[src/rtl/gsim_ctrl.sv]
// gsim_ctrl: sequencing controller for the GSIM solver datapath.
//
// It loads N right-hand-side values b[]. It then issues one row per cycle to an
// external PE for ITER sweeps and writes each PE result back into x[] in place.
// Finally it streams x[0..N-1] out.
//
// Ports
//   clk        clock, all state changes on the rising edge
//   reset      asynchronous, active-low; clears every register
//   in_en      b_in valid (only honoured while loading)
//   b_in       signed integer b value
//   out_valid  x_out valid, high for N consecutive cycles per solve
//   x_out      signed Q16.16 x[k], k = 0..N-1 in order
//   pe_b       b[row] of the row being issued
//   pe_in1..6  x[row-3], x[row+3], x[row-2], x[row+2], x[row-1], x[row+1]
//   pe_out     PE result for the row issued PE_LAT cycles earlier
module gsim_ctrl #(
    parameter int N      = 16,   // power of two, at least 4
    parameter int ITER   = 64,
    parameter int PE_LAT = 2
) (
    input  logic        clk,
    input  logic        reset,
    input  logic        in_en,
    input  logic [15:0] b_in,
    output logic        out_valid,
    output logic [31:0] x_out,
    output logic [15:0] pe_b,
    output logic [31:0] pe_in1,
    output logic [31:0] pe_in2,
    output logic [31:0] pe_in3,
    output logic [31:0] pe_in4,
    output logic [31:0] pe_in5,
    output logic [31:0] pe_in6,
    input  logic [31:0] pe_out
);
    localparam int IW   = $clog2(N);
    localparam int IT_W = (ITER > 1) ? $clog2(ITER) : 1;
    localparam int DW   = (PE_LAT > 1) ? $clog2(PE_LAT) : 1;

    typedef enum logic [1:0] {LOAD, RUN, DRAIN, OUT} state_t;

    state_t state_reg, state_next;

    logic [IW-1:0]   ld_idx_reg;
    logic [IW-1:0]   row_reg;
    logic [IW-1:0]   k_reg;
    logic [IT_W-1:0] iter_reg;
    logic [DW-1:0]   drain_reg;

    // x[] and b[] are flat register files rather than RAM.
    // Each cycle needs seven concurrent reads, a write-back, and a one-cycle bulk clear of x[].
    logic [15:0] b_reg [N];
    logic [31:0] x_reg [N];

    // Write-back delay line: marks which row's result is currently on pe_out.
    logic [PE_LAT-1:0]         dl_valid_reg;
    logic [PE_LAT-1:0][IW-1:0] dl_idx_reg;

    logic last_load, last_row, sweep_done, last_drain, last_out;

    assign last_load  = in_en && (ld_idx_reg == IW'(N - 1));
    assign last_row   = (row_reg == IW'(N - 1));
    assign sweep_done = last_row && (iter_reg == IT_W'(ITER - 1));
    assign last_drain = (drain_reg == DW'(PE_LAT - 1));
    assign last_out   = (k_reg == IW'(N - 1));

    // Neighbour operands. Entry gi is offset -3,+3,-2,+2,-1,+1 from the row being issued.
    // pos is widened by two bits. With N >= 4, the top two bits are both zero exactly
    // when the neighbour lies inside 0..N-1. This covers both the negative wrap and >= N.
    logic [5:0][31:0] nb_val;

    for (genvar gi = 0; gi < 6; gi++) begin : g_nb
        localparam int DIST = 3 - gi / 2;
        localparam int OFS  = (gi % 2 == 0) ? -DIST : DIST;
        logic [IW+1:0] pos;
        assign pos        = {2'b00, row_reg} + (IW+2)'(OFS);
        assign nb_val[gi] = (state_reg == RUN && pos[IW+1:IW] == 2'b00) ? x_reg[pos[IW-1:0]] : '0;
    end

    assign pe_in1 = nb_val[0];
    assign pe_in2 = nb_val[1];
    assign pe_in3 = nb_val[2];
    assign pe_in4 = nb_val[3];
    assign pe_in5 = nb_val[4];
    assign pe_in6 = nb_val[5];

    always_comb begin
        state_next = state_reg;
        out_valid  = 1'b0;
        x_out      = '0;
        pe_b       = '0;
        case (state_reg)
            LOAD: begin
                if (last_load) state_next = RUN;
            end
            RUN: begin
                pe_b = b_reg[row_reg];
                if (sweep_done) state_next = DRAIN;
            end
            DRAIN: begin
                if (last_drain) state_next = OUT;
            end
            OUT: begin
                out_valid = 1'b1;
                x_out     = x_reg[k_reg];
                if (last_out) state_next = LOAD;
            end
            default: state_next = LOAD;
        endcase
    end

    always_ff @(posedge clk or negedge reset) begin
        if (!reset) begin
            state_reg  <= LOAD;
            ld_idx_reg <= '0;
            row_reg    <= '0;
            k_reg      <= '0;
            iter_reg   <= '0;
            drain_reg  <= '0;
            for (int i = 0; i < N; i++) b_reg[i] <= '0;
        end else begin
            state_reg <= state_next;
            case (state_reg)
                LOAD: begin
                    if (in_en) begin
                        b_reg[ld_idx_reg] <= b_in;
                        ld_idx_reg        <= ld_idx_reg + 1'b1;
                        if (last_load) begin
                            row_reg  <= '0;
                            iter_reg <= '0;
                        end
                    end
                end
                RUN: begin
                    // Row wraps N-1 -> 0 naturally; sweeps run back to back with no bubble.
                    row_reg <= row_reg + 1'b1;
                    if (last_row) iter_reg <= sweep_done ? '0 : iter_reg + 1'b1;
                end
                DRAIN: begin
                    drain_reg <= last_drain ? '0 : drain_reg + 1'b1;
                end
                OUT: begin
                    k_reg <= k_reg + 1'b1;
                    if (last_out) ld_idx_reg <= '0;
                end
                default: ;
            endcase
        end
    end

    // Results are committed at the end of the cycle in which they sit on pe_out.
    // So a row sees a result only when it is issued PE_LAT+1 or more cycles after the producing row.
    always_ff @(posedge clk or negedge reset) begin
        if (!reset) begin
            dl_valid_reg <= '0;
            dl_idx_reg   <= '0;
            for (int i = 0; i < N; i++) x_reg[i] <= '0;
        end else begin
            for (int i = PE_LAT - 1; i > 0; i--) begin
                dl_valid_reg[i] <= dl_valid_reg[i-1];
                dl_idx_reg[i]   <= dl_idx_reg[i-1];
            end
            dl_valid_reg[0] <= (state_reg == RUN);
            dl_idx_reg[0]   <= row_reg;
            if (state_reg == OUT && last_out) begin
                for (int i = 0; i < N; i++) x_reg[i] <= '0;
            end else if (dl_valid_reg[PE_LAT-1]) begin
                x_reg[dl_idx_reg[PE_LAT-1]] <= pe_out;
            end
        end
    end

endmodule

[config.mk]
export PLATFORM = sky130hd
export DESIGN_NAME = gsim_ctrl
export DESIGN_NICKNAME = d
export VERILOG_FILES = /design/src/rtl/gsim_ctrl.sv
export SDC_FILE = /design/constraint.sdc
export NUM_CORES = 2
export LEC_CHECK = 0
export CORE_UTILIZATION = 50
export CTS_CLUSTER_SIZE = 10
export DETAILED_ROUTE_END_ITERATION = 8
export GPL_TIMING_DRIVEN = 1
export PLACE_DENSITY_LB_ADDON = 0.05
export SYNTH_ARGS = -nofsm -noshare
export SYNTH_HDL_FRONTEND = slang
export SYNTH_SLANG_ARGS = --single-unit
[constraint.sdc]
create_clock -name clk -period 4 [get_ports clk]
set_input_delay 1.2 -clock clk [delete_from_list [all_inputs] [get_ports clk]]
set_output_delay 1.2 -clock clk [all_outputs]
set_load 0.02 [all_outputs]
======== Word-level counts from Yosys, hierarchy flattened ========
Cells that the tools add are included.
storage, ports and cells
  bits in registers ....................... 799
  output and inout port bits .............. 241
  input port bits ......................... 51
  logic and storage cells ................. 171
cells by class
  muxes and demuxes ....................... 58
  eq/ne operators ......................... 13
  bitwise operators ....................... 10
  $add $sub $neg .......................... 11
  reduce and logical (&&, ||, !) cells .... 26
  magnitude comparators ................... 12
operators by type and width
  cell                 count
  $mux 512             2
  $bmux 32 s4          7
  $mux 32              22
  $bwmux 512           1
  $bwmux 256           1
  $demux 32 s4         1
  $bmux 16 s4          1
  $demux 16 s4         1
  $mux 16              4
  $ge 5x5->1 const B   10
  $not 4->5            10
  $mux 6               4
  $mux 4               4
  $pmux 4 s2           2
  $logic_not 2->1      7
  $add 4x1->4 const B  3
  $eq 4x4->1 const B   3
  $ne 2x2->1 const B   6
  $pmux 6 s2           1
  $logic_and 1x1->1    11
  $add 4x2->5 const B  2
  $lt 5x1->1 const B   2
  $mux 2               4
  $pmux 2 s4           1
  other kinds (14)     20

======== Depth between registers and ports, before layout ========
  depth after elaboration ................. 8
  depth in mapped cells ................... 12
  mapped depth without buffers ............ 6

======== Worst setup path before layout ========
OpenSTA, ideal clock, no wires.
  kind .................................... reg2out
  from .................................... register row_reg[0]
  to ...................................... output port pe_in2[23]
  path slack .............................. 108 ps
  cell stages (with the launch flop) ...... 13
  required time ........................... 2,800 ps
  arrival ................................. 2,692 ps
  cell sequence ........................... dfrtp_1 > buf_2 > buf_6 > buf_6 > buf_2 > inv_1 > ha_1 > buf_2 > buf_2 > clkbuf_1 > mux4_2 > mux2i_1 > o22ai_1
between the ends
  longest elaborated chain between the ends .. 6
  elaborated cells on any way between the ends .. 8
  those cells by class .................... 1 x add/sub; 4 x mux; 1 x bitwise; 2 x reduce/logical
ends and longest elaborated chain
  what                                        RTL line  RTL
  from (decl)                                 46        logic [IW-1:0] row_reg;
  from (signal assigned)                      137       row_reg <= row_reg + 1'b1;
  $add 4x2->5 *                               77        assign pos = {2'b00, row_reg} + (IW+2)'(OFS);
  $not 4->5 (not written as such)             78        assign nb_val[gi] = (state_reg == RUN && pos[IW+1:IW] == 2'b00) ? x_reg[pos[IW-1:0]] : '0;
  $bmux 32 s4                                 78
  $mux 32 (not written as such) (2 in a row)  78
  $mux 32 *                                   78
  to (decl)                                   30        output logic [31:0] pe_in2,
Every way passes the cells marked *; elsewhere a longest branch is shown, timed or not. The select of a mux whose other input is x is not followed.

======== Final worst setup path ========
  from .................................... register row_reg[1]
  to ...................................... output port pe_in6[0]
between the ends
  longest elaborated chain between the ends .. 6
  elaborated cells on any way between the ends .. 8
  those cells by class .................... 1 x add/sub; 4 x mux; 1 x bitwise; 2 x reduce/logical
ends and longest elaborated chain
  what                                        RTL line  RTL
  $add 4x1->5 *                               77
  $not 4->5 (not written as such)             78
  $bmux 32 s4                                 78
  $mux 32 (not written as such) (2 in a row)  78
  $mux 32 *                                   78
  to (decl)                                   34        output logic [31:0] pe_in6,
Marks and branches as above.

==> impl_results.md <==
- Worst Hold Class: flop to flop
- Post-route minimum period: 4.34 ns
- #FFs+latches synth: 799
- RSZ-0062 raised after global routing: yes
- Most frequent CP cell: buf_12
- Core Region: 0.104 sq mm
- Number of port buffers: 291
- Worst Skew: 0.0407 ns
- Fillcell total: 7963
- Sequential area share after synthesis: 38.2%
- Final period util: 108%
- Drt pass-1 iters: 6
- Yosys top cell area share: 38.2%
- Max stage delay on crit path: 0.47 ns
- CP startpoint kind: flop
- Largest vdd supply drop: 369 uV
- Post-route ant nets: 0
- Post-route DRC: 0
- Worst-path clk slew: 0.06 ns
- Largest register FFs: 512
- Setup TNS: -35.26 ns
- H-tree depth: 3
- Site Rows: 118
- Post-Layout Cell Count: 6605
- Pleak: 28.8 nW
- Post-synth top cells: nand2_1 (1060), dfrtp_1 (799), mux4_2 (544)
- Post-synth ARST share: 100%
- Max-cap violations: 0
- Max-slew violation count: 0
- Status: finished, violations left
- Bufs on Longest Clock Path: 3
- Final Setup Violations: 230
- # clock sinks: 799
- CP arrival: 3.14 ns
- Post-Syn Nets: 4741
- Failing checks: negative setup slack
- Root buffer cell: clkbuf_16
- Vias per std cell: 6.98
- WP buf/inv: 7
- Synth Instances: 4671
- Initial drt markers: 6052
- Largest area contributor in the netlist: dfrtp_1
- Via count: 46085
- Max-slew headroom: 26.8%
- Final WS setup: -0.338 ns
- Kind of critical path: flop to primary output
- Placed insts: 6103
- Overall Power: 18.8 mW
- Power Dens Cells: 280 mW/mm^2
- TritonCTS clock tree: built
- Mapped Avg Cell Area: 11.2 sq um
- Most common cell in the netlist: nand2_1
- Delay-heaviest family, CP: buffers and inverters
- Finished Core Util: 64.6%
- Most area-consuming cells after synthesis: dfrtp_1 (38%), mux4_2 (23%), mux2i_1 (9.2%)
- Total die area: 0.106 sq mm
- Post-synth top flop: dfrtp_1
- Final Hold Fails: 0
- Num CTS Buffers: 95
- Clock Latency Late Sink: 0.71 ns
- CP Max Fanout: 8
- Hpwl dp: 124000 um
- Ys Warns: 0
- Gr usage total: 37.8%
- Die height: 326 um
- Routability cong.: 0.895
- Worst Path Required: 2.80 ns
- Critical Path, Cell by Cell: inv_4, buf_6, ha_4, buf_12, buf_16, buf_12, buf_12, mux4_2, mux2i_2, o22ai_2, buf_6
- Worst-Margin Slew: 1.09 ns
- Vias in the first global route: 43121
- Cell variety after synth: 54
- WL final: 214000 um
- Total gr overflow: 0
- Share of cells above drive strength 1: 37.9%
- Area Overhead vs Synth: 27.7%
- Crit path capture type: primary output
- Antenna violations before repair: 8
- Highest-delay cell along the critical path: dfrtp_4
- Final #Nets: 5246
- Initial Utilization: 50.6%
- First-pass GRT wire length: 296000 um
- Fmax: 231 MHz
- Die Span X: 326 um
- Io pins: 292
- Synthesized area: 0.0524 sq mm
- Post-DR wirelength/cell: 32.5 um
- Largest net degree at the start of global routing: 107
- Pre-CTS setup slack: -0.0272 ns
- EDFF count, synth: 0
==> worst register-to-register path, stage by stage (launching register included) <==
cell	delay (ns)
dfrtp_1	0.75
nor2b_1	0.47
nand2_2	0.74
buf_4	0.53
nand2_1	0.12
a21oi_1	0.08
==> stage by stage <==
stage / area [sq um] / hold slack (ns)
final: 66900 / 0.352
after global routing: 66900 / 0.357
after CTS: 63100 / 0.353
after detailed placement: 58400 / 0.336
after global placement: 58400 / 0.333
after floorplan: 52400 / 0.331
==> power by group <==
part           internal (mW)  switching [mW]  leakage (nW)  total, mW
combinational          0.809           0.868          17.4       1.68
clock                   4.74            3.62          1.41       8.36
sequential              8.35           0.368          9.92       8.72
total                   13.9            4.86          28.8       18.8
==> cell type report <==
cell class,instances,area [sq um],area share [%]
Multi-Input combinational cell,3364,31200,46.7
Inverter,13,53.8,0.0804
Clock buffer,134,2710,4.04
Antenna cell,3,7.51,0.0112
Clock inverter,9,210,0.314
Timing Repair Buffer,903,11000,16.4
Sequential cell,799,20000,29.9
Tap cell,1380,1730,2.58
==> routing by layer <==
| metal | share of wire, % | GRT usage [%] | vias to the layer above |
|---|---|---|---|
| met3 | 13 | 10.4 | 701 |
| met4 | 6.0 | 18.5 | 8 |
| li1 | - | - | 18485 |
| met2 | 44 | 55.8 | 3466 |
| met1 | 37 | 51.7 | 23425 |
| met5 | 0.027 | 0 | - |
==> logic make-up after synthesis <==
family	count (synthesis)	share of synthesized area (%)
xor+xnor	9	0.272
mux	1285	38.2
flops	799	38.2
compound gates	859	9.47
fa+ha+maj	19	0.454
simple gates	1192	9.10
buf+inv	508	4.40
==> worst paths after layout <==
kind / start / endpoint / slack (ns) / depth (start not counted)
worst max-delay path: row_reg[1]$_DFFE_PN0P_ / pe_in6[0] / -0.34 / 11
worst min-delay path: dl_idx_reg[0]$_DFF_PN0_ / dl_idx_reg[4]$_DFF_PN0_ / 0.35 / 0
worst max register to register: dl_idx_reg[4]$_DFF_PN0_ / x_reg[457]$_DFFE_PN0P_ / 1.15 / 5
worst min register to register: dl_idx_reg[0]$_DFF_PN0_ / dl_idx_reg[4]$_DFF_PN0_ / 0.35 / 0
max in group asynchronous: reset / b_reg[29]$_DFFE_PN0P_ / 2.51 / 3
min in group asynchronous: reset / x_reg[232]$_DFFE_PN0P_ / 0.46 / 1
==> placed cells by master (no fill, tap or decap), types with 12 or more instances in the layout <==
master	instances
buf_6	150
and3_1	30
buf_16	50
nand2_2	32
nand3_1	14
clkbuf_8	16
o22ai_1	165
clkbuf_1	22
a221o_1	31
clkdlybuf4s50_1	50
a22o_1	35
mux2_2	259
o21ai_0	15
buf_2	64
a22oi_1	22
mux2i_2	28
clkbuf_16	132
buf_12	141
mux2i_1	442
mux2i_4	12
dfrtp_1	794
nand2_1	1042
o22ai_2	35
buf_8	25
nor2_4	15
buf_4	365
mux4_2	544
a21oi_1	518
==> repair_timing <==
item	CTS	global route
endpoints found under the setup margin	240	237
gates cloned	36	39
pin swaps	28	136
buffers inserted	83	222
resized for setup	826	714
hold buffers	0	0
(Power assumes the default switching activity.)
